===== src/rtl/fp_pkg.sv =====
`default_nettype none
// ============================================================================
// Module      : fp_pkg
// Description : Shared definitions for the FP add/sub sequencer: state
//               encoding, IEEE-754 single-precision field slices and
//               special constants.
// Revision    : 1.0 - initial release
// ============================================================================
package fp_pkg;

    // FSM state encoding
    localparam logic [2:0] ST_IDLE  = 3'd0;
    localparam logic [2:0] ST_PRE   = 3'd1;
    localparam logic [2:0] ST_NORM  = 3'd2;
    localparam logic [2:0] ST_ROUND = 3'd3;
    localparam logic [2:0] ST_DONE  = 3'd4;

    typedef enum logic [2:0] {
        S_IDLE  = ST_IDLE,
        S_PRE   = ST_PRE,
        S_NORM  = ST_NORM,
        S_ROUND = ST_ROUND,
        S_DONE  = ST_DONE
    } state_t;

    // IEEE-754 single constants
    localparam logic [7:0]  EXP_INF = 8'hFF;
    localparam int          BIAS    = 127;
    localparam int          MANT_W  = 28;
    localparam logic [31:0] QNAN    = 32'h7FC00000;

    // Field slices
    localparam int SIGN_BIT = 31;
    localparam int EXP_MSB  = 30;
    localparam int EXP_LSB  = 23;
    localparam int FRAC_MSB = 22;
    localparam int FRAC_W   = 23;

    // Working mantissa: bit27 carry headroom, bit26 hidden, [25:3] fraction, [2:0] G/R/S.
    // Subnormals have no hidden bit.
    function automatic logic [MANT_W-1:0] ext_mant(input logic [31:0] x);
        return {1'b0, (x[EXP_MSB:EXP_LSB] != 8'd0), x[FRAC_MSB:0], 3'b000};
    endfunction

    // Effective exponent: subnormals behave as exponent 1.
    function automatic logic [7:0] eff_exp(input logic [31:0] x);
        return (x[EXP_MSB:EXP_LSB] == 8'd0) ? 8'd1 : x[EXP_MSB:EXP_LSB];
    endfunction

endpackage
`default_nettype wire


===== src/rtl/fp_add_sequencer_preadder.sv =====
`default_nettype none
// ============================================================================
// Module      : preadder
// Description : Combinational front end of the FP adder. Detects NaN/Inf
//               operands, orders the operands by magnitude and aligns the
//               smaller mantissa to the larger exponent with sticky capture.
// Revision    : 1.0 - initial release
// ============================================================================
module preadder
    import fp_pkg::*;
(
    input  logic [31:0]       number_a,
    input  logic [31:0]       number_b,
    output logic              special_case,
    output logic [31:0]       special_result,
    output logic              sign_great,
    output logic              sign_small,
    output logic [7:0]        exp_great,
    output logic [MANT_W-1:0] mantis_great,
    output logic [MANT_W-1:0] mantis_small
);

    logic              w_sign_a, w_sign_b;
    logic              w_nan_a, w_nan_b, w_inf_a, w_inf_b;
    logic [7:0]        w_eexp_a, w_eexp_b, w_eexp_s, w_diff;
    logic [MANT_W-1:0] w_mant_a, w_mant_b, w_mant_s;
    logic [MANT_W-1:0] w_shifted, w_mask;
    logic              w_a_ge_b, w_sticky;

    assign w_sign_a = number_a[SIGN_BIT];
    assign w_sign_b = number_b[SIGN_BIT];
    assign w_nan_a  = (number_a[EXP_MSB:EXP_LSB] == EXP_INF) && (number_a[FRAC_MSB:0] != '0);
    assign w_nan_b  = (number_b[EXP_MSB:EXP_LSB] == EXP_INF) && (number_b[FRAC_MSB:0] != '0);
    assign w_inf_a  = (number_a[EXP_MSB:EXP_LSB] == EXP_INF) && (number_a[FRAC_MSB:0] == '0);
    assign w_inf_b  = (number_b[EXP_MSB:EXP_LSB] == EXP_INF) && (number_b[FRAC_MSB:0] == '0);
    assign w_eexp_a = eff_exp(number_a);
    assign w_eexp_b = eff_exp(number_b);
    assign w_mant_a = ext_mant(number_a);
    assign w_mant_b = ext_mant(number_b);

    // On equal magnitude A is treated as the greater operand
    assign w_a_ge_b = {w_eexp_a, w_mant_a} >= {w_eexp_b, w_mant_b};

    // Special results: any NaN or opposing infinities give a quiet NaN
    always_comb begin
        special_case   = w_nan_a | w_nan_b | w_inf_a | w_inf_b;
        special_result = '0;
        if (w_nan_a || w_nan_b || (w_inf_a && w_inf_b && (w_sign_a != w_sign_b)))
            special_result = QNAN;
        else if (w_inf_a)
            special_result = {w_sign_a, EXP_INF, {FRAC_W{1'b0}}};
        else if (w_inf_b)
            special_result = {w_sign_b, EXP_INF, {FRAC_W{1'b0}}};
    end

    // Operand ordering by magnitude
    always_comb begin
        sign_great   = w_a_ge_b ? w_sign_a : w_sign_b;
        sign_small   = w_a_ge_b ? w_sign_b : w_sign_a;
        exp_great    = w_a_ge_b ? w_eexp_a : w_eexp_b;
        mantis_great = w_a_ge_b ? w_mant_a : w_mant_b;
        w_mant_s     = w_a_ge_b ? w_mant_b : w_mant_a;
        w_eexp_s     = w_a_ge_b ? w_eexp_b : w_eexp_a;
    end

    // Alignment: bits shifted past the bottom are folded into the sticky bit
    assign w_diff       = exp_great - w_eexp_s;
    assign w_shifted    = w_mant_s >> w_diff;
    assign w_mask       = (w_diff >= 8'd28) ? {MANT_W{1'b1}} : ((28'd1 << w_diff) - 28'd1);
    assign w_sticky     = |(w_mant_s & w_mask);
    assign mantis_small = {w_shifted[MANT_W-1:1], w_shifted[0] | w_sticky};

endmodule
`default_nettype wire


===== src/rtl/fp_add_sequencer.sv =====
`default_nettype none
// ============================================================================
// Module      : fp_add_sequencer
// Description : Multi-cycle single-precision FP add/sub controller. Captures
//               an operand pair, runs the preadder, adds mantissas, then
//               normalises one bit per cycle and rounds. One op in flight.
// Revision    : 1.0 - initial release
// ============================================================================
module fp_add_sequencer
    import fp_pkg::*;
#(
    parameter int ROUND_EN   = 1,
    parameter int NORM_LIMIT = 27
) (
    input  logic        clk,
    input  logic        rst,
    input  logic        in_valid,
    output logic        in_ready,
    input  logic        op_sub,
    input  logic [31:0] number_A,
    input  logic [31:0] number_B,
    output logic        out_valid,
    input  logic        out_ready,
    output logic [31:0] result,
    output logic        out_special,
    output logic        busy
);

    localparam int              ITER_W   = $clog2(NORM_LIMIT + 1);
    localparam logic [ITER_W-1:0] ITER_MAX = ITER_W'(NORM_LIMIT);

    state_t              r_state;
    logic                r_pre_phase;
    logic [31:0]         r_a, r_b;

    // Registered preadder outputs
    logic                r_pa_special;
    logic [31:0]         r_pa_special_result;
    logic                r_pa_sign_g, r_pa_sign_s;
    logic [7:0]          r_pa_exp;
    logic [MANT_W-1:0]   r_pa_mg, r_pa_ms;

    // Working datapath
    logic [MANT_W-1:0]   r_sum;
    logic [7:0]          r_exp;
    logic                r_sign;
    logic                r_subn;
    logic [ITER_W-1:0]   r_iter;

    // Preadder combinational outputs
    logic                w_special;
    logic [31:0]         w_special_result;
    logic                w_sign_g, w_sign_s;
    logic [7:0]          w_exp_g;
    logic [MANT_W-1:0]   w_mg, w_ms;

    logic                w_eff_sub;
    logic [MANT_W-1:0]   w_sum;
    logic                w_inc;
    logic [24:0]         w_rnd;

    preadder u_preadder (
        .number_a       (r_a),
        .number_b       (r_b),
        .special_case   (w_special),
        .special_result (w_special_result),
        .sign_great     (w_sign_g),
        .sign_small     (w_sign_s),
        .exp_great      (w_exp_g),
        .mantis_great   (w_mg),
        .mantis_small   (w_ms)
    );

    // Magnitude add/subtract on the registered, aligned mantissas
    assign w_eff_sub = r_pa_sign_g ^ r_pa_sign_s;
    assign w_sum     = w_eff_sub ? (r_pa_mg - r_pa_ms) : (r_pa_mg + r_pa_ms);

    // Round-to-nearest-even increment from guard, round, sticky and lsb
    assign w_inc = (ROUND_EN != 0) && r_sum[2] && (r_sum[1] || r_sum[0] || r_sum[3]);
    assign w_rnd = {1'b0, r_sum[26:3]} + {24'd0, w_inc};

    // Sequencer FSM with registered outputs and datapath state
    always_ff @(posedge clk or posedge rst) begin
        if (rst) begin
            r_state             <= S_IDLE;
            r_pre_phase         <= 1'b0;
            r_a                 <= '0;
            r_b                 <= '0;
            r_pa_special        <= 1'b0;
            r_pa_special_result <= '0;
            r_pa_sign_g         <= 1'b0;
            r_pa_sign_s         <= 1'b0;
            r_pa_exp            <= '0;
            r_pa_mg             <= '0;
            r_pa_ms             <= '0;
            r_sum               <= '0;
            r_exp               <= '0;
            r_sign              <= 1'b0;
            r_subn              <= 1'b0;
            r_iter              <= '0;
            in_ready            <= 1'b1;
            out_valid           <= 1'b0;
            result              <= '0;
            out_special         <= 1'b0;
            busy                <= 1'b0;
        end else begin
            case (r_state)
                S_IDLE: begin
                    if (in_valid && in_ready) begin
                        r_a         <= number_A;
                        r_b         <= {number_B[SIGN_BIT] ^ op_sub, number_B[30:0]};
                        r_pre_phase <= 1'b0;
                        in_ready    <= 1'b0;
                        busy        <= 1'b1;
                        out_special <= 1'b0;
                        r_state     <= S_PRE;
                    end
                end

                // First cycle registers the preadder; second cycle decides and adds
                S_PRE: begin
                    if (!r_pre_phase) begin
                        r_pa_special        <= w_special;
                        r_pa_special_result <= w_special_result;
                        r_pa_sign_g         <= w_sign_g;
                        r_pa_sign_s         <= w_sign_s;
                        r_pa_exp            <= w_exp_g;
                        r_pa_mg             <= w_mg;
                        r_pa_ms             <= w_ms;
                        r_pre_phase         <= 1'b1;
                    end else if (r_pa_special) begin
                        result      <= r_pa_special_result;
                        out_special <= 1'b1;
                        out_valid   <= 1'b1;
                        r_state     <= S_DONE;
                    end else begin
                        r_sum   <= w_sum;
                        r_exp   <= r_pa_exp;
                        r_sign  <= r_pa_sign_g;
                        r_subn  <= 1'b0;
                        r_iter  <= '0;
                        r_state <= S_NORM;
                    end
                end

                S_NORM: begin
                    if (r_sum == '0) begin
                        result    <= 32'h0000_0000;
                        out_valid <= 1'b1;
                        r_state   <= S_DONE;
                    end else if (r_sum[27]) begin
                        r_sum <= {1'b0, r_sum[27:2], r_sum[1] | r_sum[0]};
                        r_exp <= r_exp + 8'd1;
                        if (r_exp == 8'd254) begin
                            result    <= {r_sign, EXP_INF, {FRAC_W{1'b0}}};
                            out_valid <= 1'b1;
                            r_state   <= S_DONE;
                        end else begin
                            r_state <= S_ROUND;
                        end
                    end else if (!r_sum[26] && (r_exp > 8'd1)) begin
                        if (r_iter >= ITER_MAX) begin
                            r_state <= S_ROUND;
                        end else begin
                            r_sum  <= r_sum << 1;
                            r_exp  <= r_exp - 8'd1;
                            r_iter <= r_iter + 1'b1;
                        end
                    end else if (!r_sum[26]) begin
                        r_subn  <= 1'b1;
                        r_state <= S_ROUND;
                    end else begin
                        r_state <= S_ROUND;
                    end
                end

                // Mantissa carry bumps the exponent; a subnormal rounding up becomes normal
                S_ROUND: begin
                    if (w_rnd[24]) begin
                        if (r_exp == 8'd254)
                            result <= {r_sign, EXP_INF, {FRAC_W{1'b0}}};
                        else
                            result <= {r_sign, r_exp + 8'd1, w_rnd[23:1]};
                    end else if (r_subn) begin
                        result <= {r_sign, (w_rnd[23] ? 8'd1 : 8'd0), w_rnd[22:0]};
                    end else begin
                        result <= {r_sign, r_exp, w_rnd[22:0]};
                    end
                    out_valid <= 1'b1;
                    r_state   <= S_DONE;
                end

                S_DONE: begin
                    if (out_ready) begin
                        out_valid <= 1'b0;
                        in_ready  <= 1'b1;
                        busy      <= 1'b0;
                        r_state   <= S_IDLE;
                    end
                end

                default: begin
                    r_state   <= S_IDLE;
                    in_ready  <= 1'b1;
                    out_valid <= 1'b0;
                    busy      <= 1'b0;
                end
            endcase
        end
    end

endmodule
`default_nettype wire

===== config.mk =====
export PLATFORM = sky130hd
export DESIGN_NAME = fp_add_sequencer
export DESIGN_NICKNAME = d
export VERILOG_FILES = /design/src/rtl/fp_pkg.sv /design/src/rtl/fp_add_sequencer_preadder.sv /design/src/rtl/fp_add_sequencer.sv
export SDC_FILE = /design/constraint.sdc
export NUM_CORES = 1
export LEC_CHECK = 0
export BUFFER_PORTS_ARGS = -buffer_cell sky130_fd_sc_hd__buf_2
export CORE_MARGIN = 2
export CORE_UTILIZATION = 55
export CTS_CLUSTER_DIAMETER = 200
export DETAILED_ROUTE_END_ITERATION = 7
export GPL_ROUTABILITY_DRIVEN = 0
export GPL_TIMING_DRIVEN = 0
export PLACE_DENSITY = 0.77
export SLEW_MARGIN = 10
export SYNTH_ARGS = -nofsm -noshare
export SYNTH_HDL_FRONTEND = slang
export SYNTH_SLANG_ARGS = --single-unit

===== constraint.sdc =====
create_clock -name clk -period 6.75 [get_ports clk]
set_input_delay 0.675 -clock clk [delete_from_list [all_inputs] [get_ports clk]]
set_output_delay 0.675 -clock clk [all_outputs]
set_load 0.03 [all_outputs]

== Word level (Yosys, flattened, before mapping) ==
Index checks and enable logic that the tools add are counted.
W data, S select, Z words.

* Flip-flop bits (word level): 246
* Bits of input ports: 69
* Output and inout port bits: 36
* Word-level logic and storage cells: 189

* $add $sub $neg: 8
* Magnitude comparators: 4
* Eq/ne operators: 24
* Shifts and indexed selects: 2
* Mux-type cells: 75
* Bitwise gates (word level): 12
* Reduce and logical (&&, ||, !) cells: 42

{| class="wikitable"
|+ Operator list
! cell !! count
|-
| $mux W32 || 8
|-
| $mux W28 || 8
|-
| $pmux W32 S3 || 1
|-
| $mux W31 || 3
|-
| $mux W8 || 10
|-
| $pmux W28 S2 || 1
|-
| $mux W27 || 2
|-
| $logic_not A23 Y1 || 2
|-
| $reduce_bool A23 Y1 || 2
|-
| $ge A36 B36 Y1 || 1
|-
| $mux W5 || 6
|-
| $add A28 B28 Y28 || 1
|-
| $and A28 B28 Y28 || 1
|-
| $logic_not A28 Y1 || 1
|-
| $reduce_or A28 Y1 || 1
|-
| $shl A1 B8 Y28 const A || 1
|-
| $shr A28 B8 Y28 || 1
|-
| $sub A28 B1 Y28 const B || 1
|-
| $sub A28 B28 Y28 || 1
|-
| $mux W3 || 9
|-
| $add A24 B1 Y25 || 1
|-
| $eq A8 B8 Y1 const B || 3
|-
| $ne A2 B2 Y1 const B || 11
|-
| $mux W1 || 18
|-
| other kinds (37) || 73
|}

== Logic depth before layout (Yosys ltp) ==
Gate-level depths: netlist of run 1.

* Depth in word-level cells: 11
* Depth in mapped cells: 28
* Depth with buffers taken out: 22

== Cells and area by module ==
A second synthesis of run 1 with hierarchy kept.

* Cell total of the unflattened synthesis: 1888
* Area, all modules: 17520.6 µm²

{| class="wikitable"
|+ By module, submodules not included
! module !! times used !! cells an instance !! area an instance (µm²) !! sequential area each (µm²)
|-
| fp_add_sequencer || 1 || 1245 || 12961.2 || 6157.2
|-
| preadder || 1 || 643 || 4559.4 || 0.0
|}

== Worst setup path after synthesis of run 1 ==
OpenSTA, ideal clock, no wires.

* Kind: reg2reg
* From: register r_a[24]
* To: register r_pa_ms[0]
* Library setup time: 0.145 ns
* Data arrival time: 5.619 ns
* Data required time: 6.605 ns
* Path slack: 0.985 ns
* Stages on the path, launching flop included: 28
* Path buffers: 7
* Clock period less this slack: 5.765 ns
* Cell sequence: dfrtp_1 > clkbuf_1 > nor4_1 > nand2_1 > or2_2 > ha_1 > nand3_1 > nor2_1 > o31ai_1 > a2111oi_4 > o21a_2 > nand2b_1 > buf_2 > buf_4 > buf_2 > clkbuf_1 > clkbuf_1 > a21oi_1 > ha_1 > o211ai_2 > a31oi_1 > a211o_1 > a2111oi_4 > a31o_4 > buf_4 > o21ai_1 > a2111oi_2 > a41oi_1

* Longest elaborated chain between the ends: 11

{| class="wikitable"
|+ Ends and longest elaborated chain
! element !! line !! source
|-
| start: declaration || fp_add_sequencer.sv:34 || <nowiki>logic [31:0] r_a, r_b;</nowiki>
|-
| start signal: assignment || fp_add_sequencer.sv:110 || <nowiki>r_a <= number_A;</nowiki>
|-
| $logic_not A8 Y1 || fp_pkg.sv:47 || <nowiki>return (x[EXP_MSB:EXP_LSB] == 8'd0) ? 8'd1 : x[EXP_MSB:EXP_LSB];</nowiki>
|-
| $mux W8 || fp_pkg.sv:47 ||
|-
| $ge A36 B36 Y1 || fp_add_sequencer_preadder.sv:42 || <nowiki>assign w_a_ge_b = {w_eexp_a, w_mant_a} >= {w_eexp_b, w_mant_b};</nowiki>
|-
| $mux W8, on equally long branches || fp_add_sequencer_preadder.sv:60, fp_add_sequencer_preadder.sv:63 ||
|-
| $sub A8 B8 Y8 || fp_add_sequencer_preadder.sv:67 || <nowiki>assign w_diff = exp_great - w_eexp_s;</nowiki>
|-
| $shl A1 B8 Y28 || fp_add_sequencer_preadder.sv:69 || <nowiki>assign w_mask = (w_diff >= 8'd28) ? {MANT_W{1'b1}} : ((28'd1 << w_diff) - 28'd1);</nowiki>
|-
| $sub A28 B1 Y28 || fp_add_sequencer_preadder.sv:69 ||
|-
| $mux W28 || fp_add_sequencer_preadder.sv:69 ||
|-
| $and A28 B28 Y28 || fp_add_sequencer_preadder.sv:70 || <nowiki>assign w_sticky = |(w_mant_s & w_mask);</nowiki>
|-
| $reduce_or A28 Y1 || fp_add_sequencer_preadder.sv:70 ||
|-
| $or A1 B1 Y1 * || fp_add_sequencer_preadder.sv:71 || <nowiki>assign mantis_small = {w_shifted[MANT_W-1:1], w_shifted[0] | w_sticky};</nowiki>
|-
| end signal: assignment || fp_add_sequencer.sv:129 || <nowiki>r_pa_ms <= w_ms;</nowiki>
|-
| end: declaration || fp_add_sequencer.sv:41 || <nowiki>logic [MANT_W-1:0] r_pa_mg, r_pa_ms;</nowiki>
|}

Every way passes the cells marked *; elsewhere a longest branch is shown, timed or not.
A chain may end at the register's enable or synchronous reset.

== Final worst setup path of run 1 ==
Same ends and word-level chain as after synthesis.

==> results of run 1 <==
## Yosys cell counts (11+ instances only)
cell type / count / area, sq um
a22o_1: 13 / 114
nor2_1: 168 / 631
nand4_1: 20 / 125
o21ai_0: 171 / 856
clkbuf_1: 88 / 330
a211oi_1: 16 / 120
a222oi_1: 13 / 130
ha_1: 62 / 776
dfrtp_1: 211 / 5280
or3_1: 11 / 68.8
a21o_1: 22 / 165
buf_1: 12 / 45.0
nor3_1: 40 / 200
inv_1: 57 / 214
nor4_1: 28 / 175
nand2_1: 203 / 762
o211ai_1: 13 / 97.6
nand3_1: 42 / 210
xor2_1: 35 / 307
nand2b_1: 16 / 100
mux2_2: 66 / 743
a21oi_1: 146 / 731
and2_1: 11 / 68.8
a31oi_1: 22 / 138
and3_1: 12 / 75.1
mux2i_1: 58 / 581
xnor2_1: 53 / 464
## placed cells by master (no fill, tap or decap), types with 16 or more instances in the layout
master / Yosys / routed
nand4_1: 20 / 20
dfrtp_1: 211 / 211
nor3_1: 40 / 40
o21ai_0: 171 / 171
a21oi_1: 146 / 146
nand2_1: 203 / 203
mux2i_1: 58 / 58
inv_1: 57 / 56
xor2_1: 35 / 35
buf_2: 7 / 109
clkbuf_16: 0 / 25
nor2_1: 168 / 166
clkbuf_1: 88 / 84
nand2b_1: 16 / 16
ha_1: 62 / 62
nor4_1: 28 / 27
a31oi_1: 22 / 22
xnor2_1: 53 / 53
a211oi_1: 16 / 16
mux2_2: 66 / 66
nand3_1: 42 / 41
a21o_1: 22 / 22
## through the flow
stage          setup slack [ns]  setup TNS (ns)   util  cell area [sq um]
2_1_floorplan             0.282               0      -              15000
3_3_place_gp              -1.77         -380.90  0.594              15900
3_5_place_dp             -0.573          -11.63  0.595              15900
4_1_cts                  0.0233               0  0.629              16900
5_1_grt                 0.00818               0  0.632              16900
6_report                  0.255               0  0.632              16900
## critical path, delay by kind of cell, from the launching register on
family / cells / cell delay, ns
AOI/OAI and AO/OA: 12 / 2.87
adders and majority gates: 2 / 0.55
buffers and inverters: 5 / 1.14
DFF: 1 / 0.35
and+or+nand+nor: 7 / 1.41
## cell type report
cell class              count  area share
repair buffers            108      0.0337
well taps                 341      0.0252
clock buffers              30      0.0393
flip-flops and latches    212       0.313
plain buffers             111      0.0276
clock inverters            13      0.0133
inverters                  58      0.0133
multi-input cells        1390       0.534
## routing by layer
layer / up-vias / share of wire / wire [microns]
met5: - / 0.00022 / 10
met4: 2 / 0.054 / 2490
met2: 801 / 0.47 / 21400
li1: 6679 / - / -
met3: 201 / 0.077 / 3510
met1: 6838 / 0.40 / 18300
## sequential cells by signal, indices dropped and copies added, names as in the netlist, 5 cells and up
signal,flops
r_a,32
r_b,32
result,32
r_sum,28
r_pa_ms,27
r_pa_mg,24
r_exp,8
r_pa_exp,8
r_iter,5
## final timing paths
check                           slack (ns)         from  depth (start not counted)    endpoint
worst max-delay path                  0.26      r_a[24]                         26  r_pa_ms[0]
worst min-delay path                  0.29          rst                          2     r_a[29]
worst max register to register        0.26      r_a[24]                         26  r_pa_ms[0]
worst min register to register        0.47   result[10]                          1  result[10]
max in group asynchronous             5.53          rst                          3    r_sum[5]
min in group clk                      0.37  number_B[1]                          2      r_b[1]
## repair_timing
action                                  4_1_cts  5_1_grt
endpoints found under the setup margin       27       27
buffers inserted                              1        2
pin swaps                                     1        2
gates resized for setup                       7       17
hold endpoints to repair                      0        0
## kinds of logic after synthesis
| family | count (synthesis) | share of synthesized area |
|---|---|---|
| buffers and inverters | 170 | 0.0447 |
| XOR/XNOR | 93 | 0.0577 |
| AND/OR/NAND/NOR | 589 | 0.180 |
| flip-flops | 212 | 0.355 |
| adder cells (fa/ha/maj) | 64 | 0.0532 |
| AO/OA/AOI/OAI | 518 | 0.218 |
| multiplexers | 126 | 0.0915 |
==> impl_results.md, run 1 <==
- Outcome: finished with violations
- Failing checks: design-rule violations
- Arrival @ worst endpoint: 6.88 ns
- First-pass GRT wire length: 71.6 mm
- Crit path kind: register to register
- Maxcap violations: 0
- Ys async rst share: 1.00
- IO buf count: 104
- Multi-input logic area: 9040 sq um
- Vias per Instance: 6.42
- CTS Root Cell: clkbuf_16
- Tot GR Track Use: 0.312
- Netlist cell types: 88
- Total CTS buffers: 24
- Synth Register Bits: 212
- Ant diodes: 0
- Nets: 2036
- H-tree Lvls: 1
- Total grt overflow: 0
- Hpwl dp: 35.1 mm
- Clk_lat worst skew: 0.53 ns
- Worst Hold Class: primary input to asynchronous set/reset pin
- Post-route DRC: 1
- Crit. End Element: register
- Initial antenna violation count: 1
- Total core area: 26800 sq um
- Die Wd: 169 microns
- Worst Setup Start Kind: register
- Pins Over Slew Limit: 0
- Mapped Cells: 1772
- Cell area after synthesis: 15000 sq um
- I/O Pins: 105
- Clock tree buffer depth: 3
- Worst-path clk slew: 0.06 ns
- Critical path fanouts, max: 19
- CTS tree: done
- Drt pass-1 iters: 8
- RSZ-0062 raised after global routing: false
- Layout overhead on the synthesized area: 13.1%
- Syn avg cell area: 8.45 sq um
- Initial DRC count: 1556
- Endpoints failing hold: 0
- Final antenna-violating net count: 0
- EDFF count, synth: 0
- GR peak layer: met2
- GR Util met2: 0.533
- Post-synthesis sequential area ratio: 0.355
- Fillers: 2273
- Sequential Area: 5310 sq um
- Final setup violation count: 0
- CP max stage cell: a2111oi_4
- Placed cell count: 2218
- Starting density of the core: 0.558
- Fin Hold WS: 0.287 ns
- Met3 usage: 0.0475
- Crit share post-route: 0.962
- Post-Layout Cell Count: 2263
- Vias in the first global route: 13700
- Routed wire per std cell: 20.2 microns
- Peak Freq: 154 MHz
- Layout cell share with drive strength beyond 1: 0.140
- Num rows: 60
- Required time worst endpoint: 7.13 ns
- Die height: 169 microns
- Largest net degree at the start of global routing: 111
- Fin Clk Skew: 0.0164 ns
- # hold bufs at CTS: 0
- Max incr delay on CP: 0.52 ns
- Worst-Margin Slew: 0.828 ns
- Synth Flop Type: dfrtp_1
- YS warnings: 0
- Fin crit period: 6.49 ns
- Clock Sinks: 212
- Die area: 28500 sq um
- Slew Limit Headroom: 0.443
- Via count: 14500
- Net Count, Synth: 1903
- M1 GR Usage: 0.387
- Post-Route WL: 45.7 mm
Power of run 1 is not shown: default switching activity piles up to over one toggle a cycle in this logic, so the estimate is an artifact.
==> inputs of run 2 (changes only) <==
CAP_MARGIN = 25   (was not set)
PLACE_DENSITY = 0.76   (was 0.77)
SYNTH_HIERARCHICAL = 1   (was not set)
==> impl_results.md, run 2 <==
- Outcome: finished with violations
- Failing checks: design-rule violations
- Final setup violation count: 0
- CTS Root Cell: clkbuf_16
- Initial DRC count: 1770
- Endpoints failing hold: 0
- Synth top area share: 0.350
- IO buf count: 104
- # hold bufs at CTS: 0
- Initial antenna violation count: 0
- Layout overhead on the synthesized area: 13.0%
- EDFF count, synth: 0
- Commonest non-fill, non-tap cell in the layout: dfrtp_1
- Most frequent cells in the layout: dfrtp_1 (245), nand2_1 (195), mux2_2 (180)
- Via count: 15900
- Starting density of the core: 0.557
- Critical path fanouts, max: 10
- R2R depth: 24
- FF-to-FF End: r_pa_ms[0]
- Post-Route WL: 52.1 mm
- Nets: 2190
- Required time worst endpoint: 7.15 ns
- Crit. End Element: register
- Fin Hold WS: 0.130 ns
- Vias per Instance: 6.43
- RSZ-0062 raised after global routing: false
- Tot GR Track Use: 0.313
- Post-synthesis sequential area ratio: 0.351
- Worst reg-to-reg setup slack: 0.26 ns
- Maxcap violations: 0
- Arrival @ worst endpoint: 6.89 ns
- First-pass GRT wire length: 83.4 mm
- Syn avg cell area: 9.28 sq um
- Worst Hold Class: primary input to asynchronous set/reset pin
- Num rows: 65
- Setup TNS: 0 ns
- Placed cell count: 2427
- Largest net degree at the start of global routing: 41
- Routed wire per std cell: 21.0 microns
- Final antenna-violating net count: 0
- Synth cell count leaders: dfrtp_1 (245), nand2_1 (195), mux2_2 (180)
- Fin crit period: 6.49 ns
- Most instantiated library cell after synthesis: dfrtp_1
- Post-CTS Setup Repair Bufs: 0
- Die area: 33300 sq um
- Mapped Cells: 1888
- Synth Register Bits: 246
- Total grt overflow: 0
- Total core area: 31500 sq um
- H-tree Lvls: 1
- I/O Pins: 105
- Crit share post-route: 0.961
- Synth Flop Type: dfrtp_1
- Vias in the first global route: 15700
- Area contributors post-synth: dfrtp_1 (35%), mux2_2 (12%), ha_1 (4.7%), nand2_1 (4.2%), mux2i_1 (3.5%)
- Pins Over Slew Limit: 0
- Post-Layout Cell Count: 2476
- YS warnings: 6
- Worst-path clk slew: 0.06 ns
- Netlist cell types: 108
- Ant diodes: 0
- Cell area after synthesis: 17500 sq um
- Crit path kind: register to register
- Fin Clk Skew: 0.0280 ns
- Layout cell share with drive strength beyond 1: 0.233
- Ys async rst share: 1.00
- Die Wd: 182 microns
- Drt pass-1 iters: 8
- CTS tree: done
- Top cell type by total area after synthesis: dfrtp_1
- Slew Limit Headroom: 0.335
- Critical R2R Launch: r_a[26]
- Clock tree buffer depth: 3
- Die height: 182 microns
- Peak Freq: 154 MHz
- Clk_lat worst skew: 0.58 ns
- Worst-Margin Slew: 0.988 ns
- Post-route DRC: 15
- Post_cts resized: 1
- Total CTS buffers: 28
- Clock Sinks: 246
- Hpwl dp: 40.0 mm
- Worst Setup Start Kind: register
run 2: changes by cell type after synthesis, moves of 15 or more:
cell | before | now
dfrtp_1 | 211 | 245
a21oi_1 | 146 | 114
o21ai_1 | 6 | 32
o21ai_0 | 171 | 83
a22oi_1 | 5 | 20
buf_4 | 4 | 39
nor2_1 | 168 | 132
mux2_2 | 66 | 180
run 2: metrics by stage:
step	utilization	instance area (sq um)	setup WS, ns
5_1_grt	0.629	19800	0.0769
4_1_cts	0.629	19800	0.0122
2_1_floorplan	-	17600	1.21
3_3_place_gp	0.592	18600	0.0492
3_5_place_dp	0.597	18800	-0.0288
6_report	0.629	19800	0.264
run 2: critical path, stage by stage, from the launching register on:
cell       delay (ns)
dfrtp_1          0.49
or4_1            0.65
nor3_2           0.45
inv_1            0.11
ha_1             0.34
nand3_1          0.12
a2111oi_0        0.09
a221o_1          0.42
a21oi_2          0.20
nand2_2          0.12
buf_6            0.20
o21a_1           0.22
ha_1             0.58
nand2_1          0.35
o22ai_1          0.26
a221oi_1         0.07
mux2_2           0.34
a21o_1           0.17
o31ai_1          0.13
mux2_2           0.24
mux2_2           0.14
o2111ai_1        0.09
nand4b_1         0.30
nand2_1          0.11
o21ai_0          0.10
run 2: kinds of logic after synthesis:
kind of cell,Yosys count,share of synthesized area
simple gates,559,0.155
compound gates,468,0.178
mux,251,0.162
flops,246,0.351
buf+inv,217,0.0643
xor+xnor,76,0.0384
fa+ha+maj,70,0.0501
other cells,1,0.000214
run 2: how the worst max path moves through the flow:
stage            start          to  slack, ns  depth (start not counted)
6_report       r_a[26]  r_pa_ms[0]       0.26                         24
3_5_place_dp   r_a[26]  r_pa_ms[0]      -0.03                         23
5_1_grt        r_a[26]  r_pa_ms[1]       0.08                         23
3_3_place_gp   r_a[26]  r_pa_ms[0]       0.05                         23
4_1_cts        r_b[26]  r_pa_ms[0]       0.01                         23
2_1_floorplan  r_a[26]  r_pa_ms[7]       1.21                         22
run 2: layer usage:
| layer | vias to the layer above | track usage | wire length [microns] |
|---|---|---|---|
| li1 | 7204 | - | - |
| met2 | 910 | 0.497 | 23300 |
| met4 | 2 | 0.148 | 2700 |
| met1 | 7590 | 0.406 | 20900 |
| met3 | 210 | 0.0702 | 5130 |
| met5 | - | 0 | 26 |
run 2: area by class of cell:
cell class / instances / area [sq um]
multi-input combinational: 1451 / 10300
timing repair buffer: 111 / 676
clock inverter: 16 / 241
buffer: 156 / 902
inverter: 60 / 229
fill: 2649 / 11700
clock buffer: 34 / 753
tap: 402 / 503
sequential: 246 / 6160
Power of run 2 is left out for the same reason.
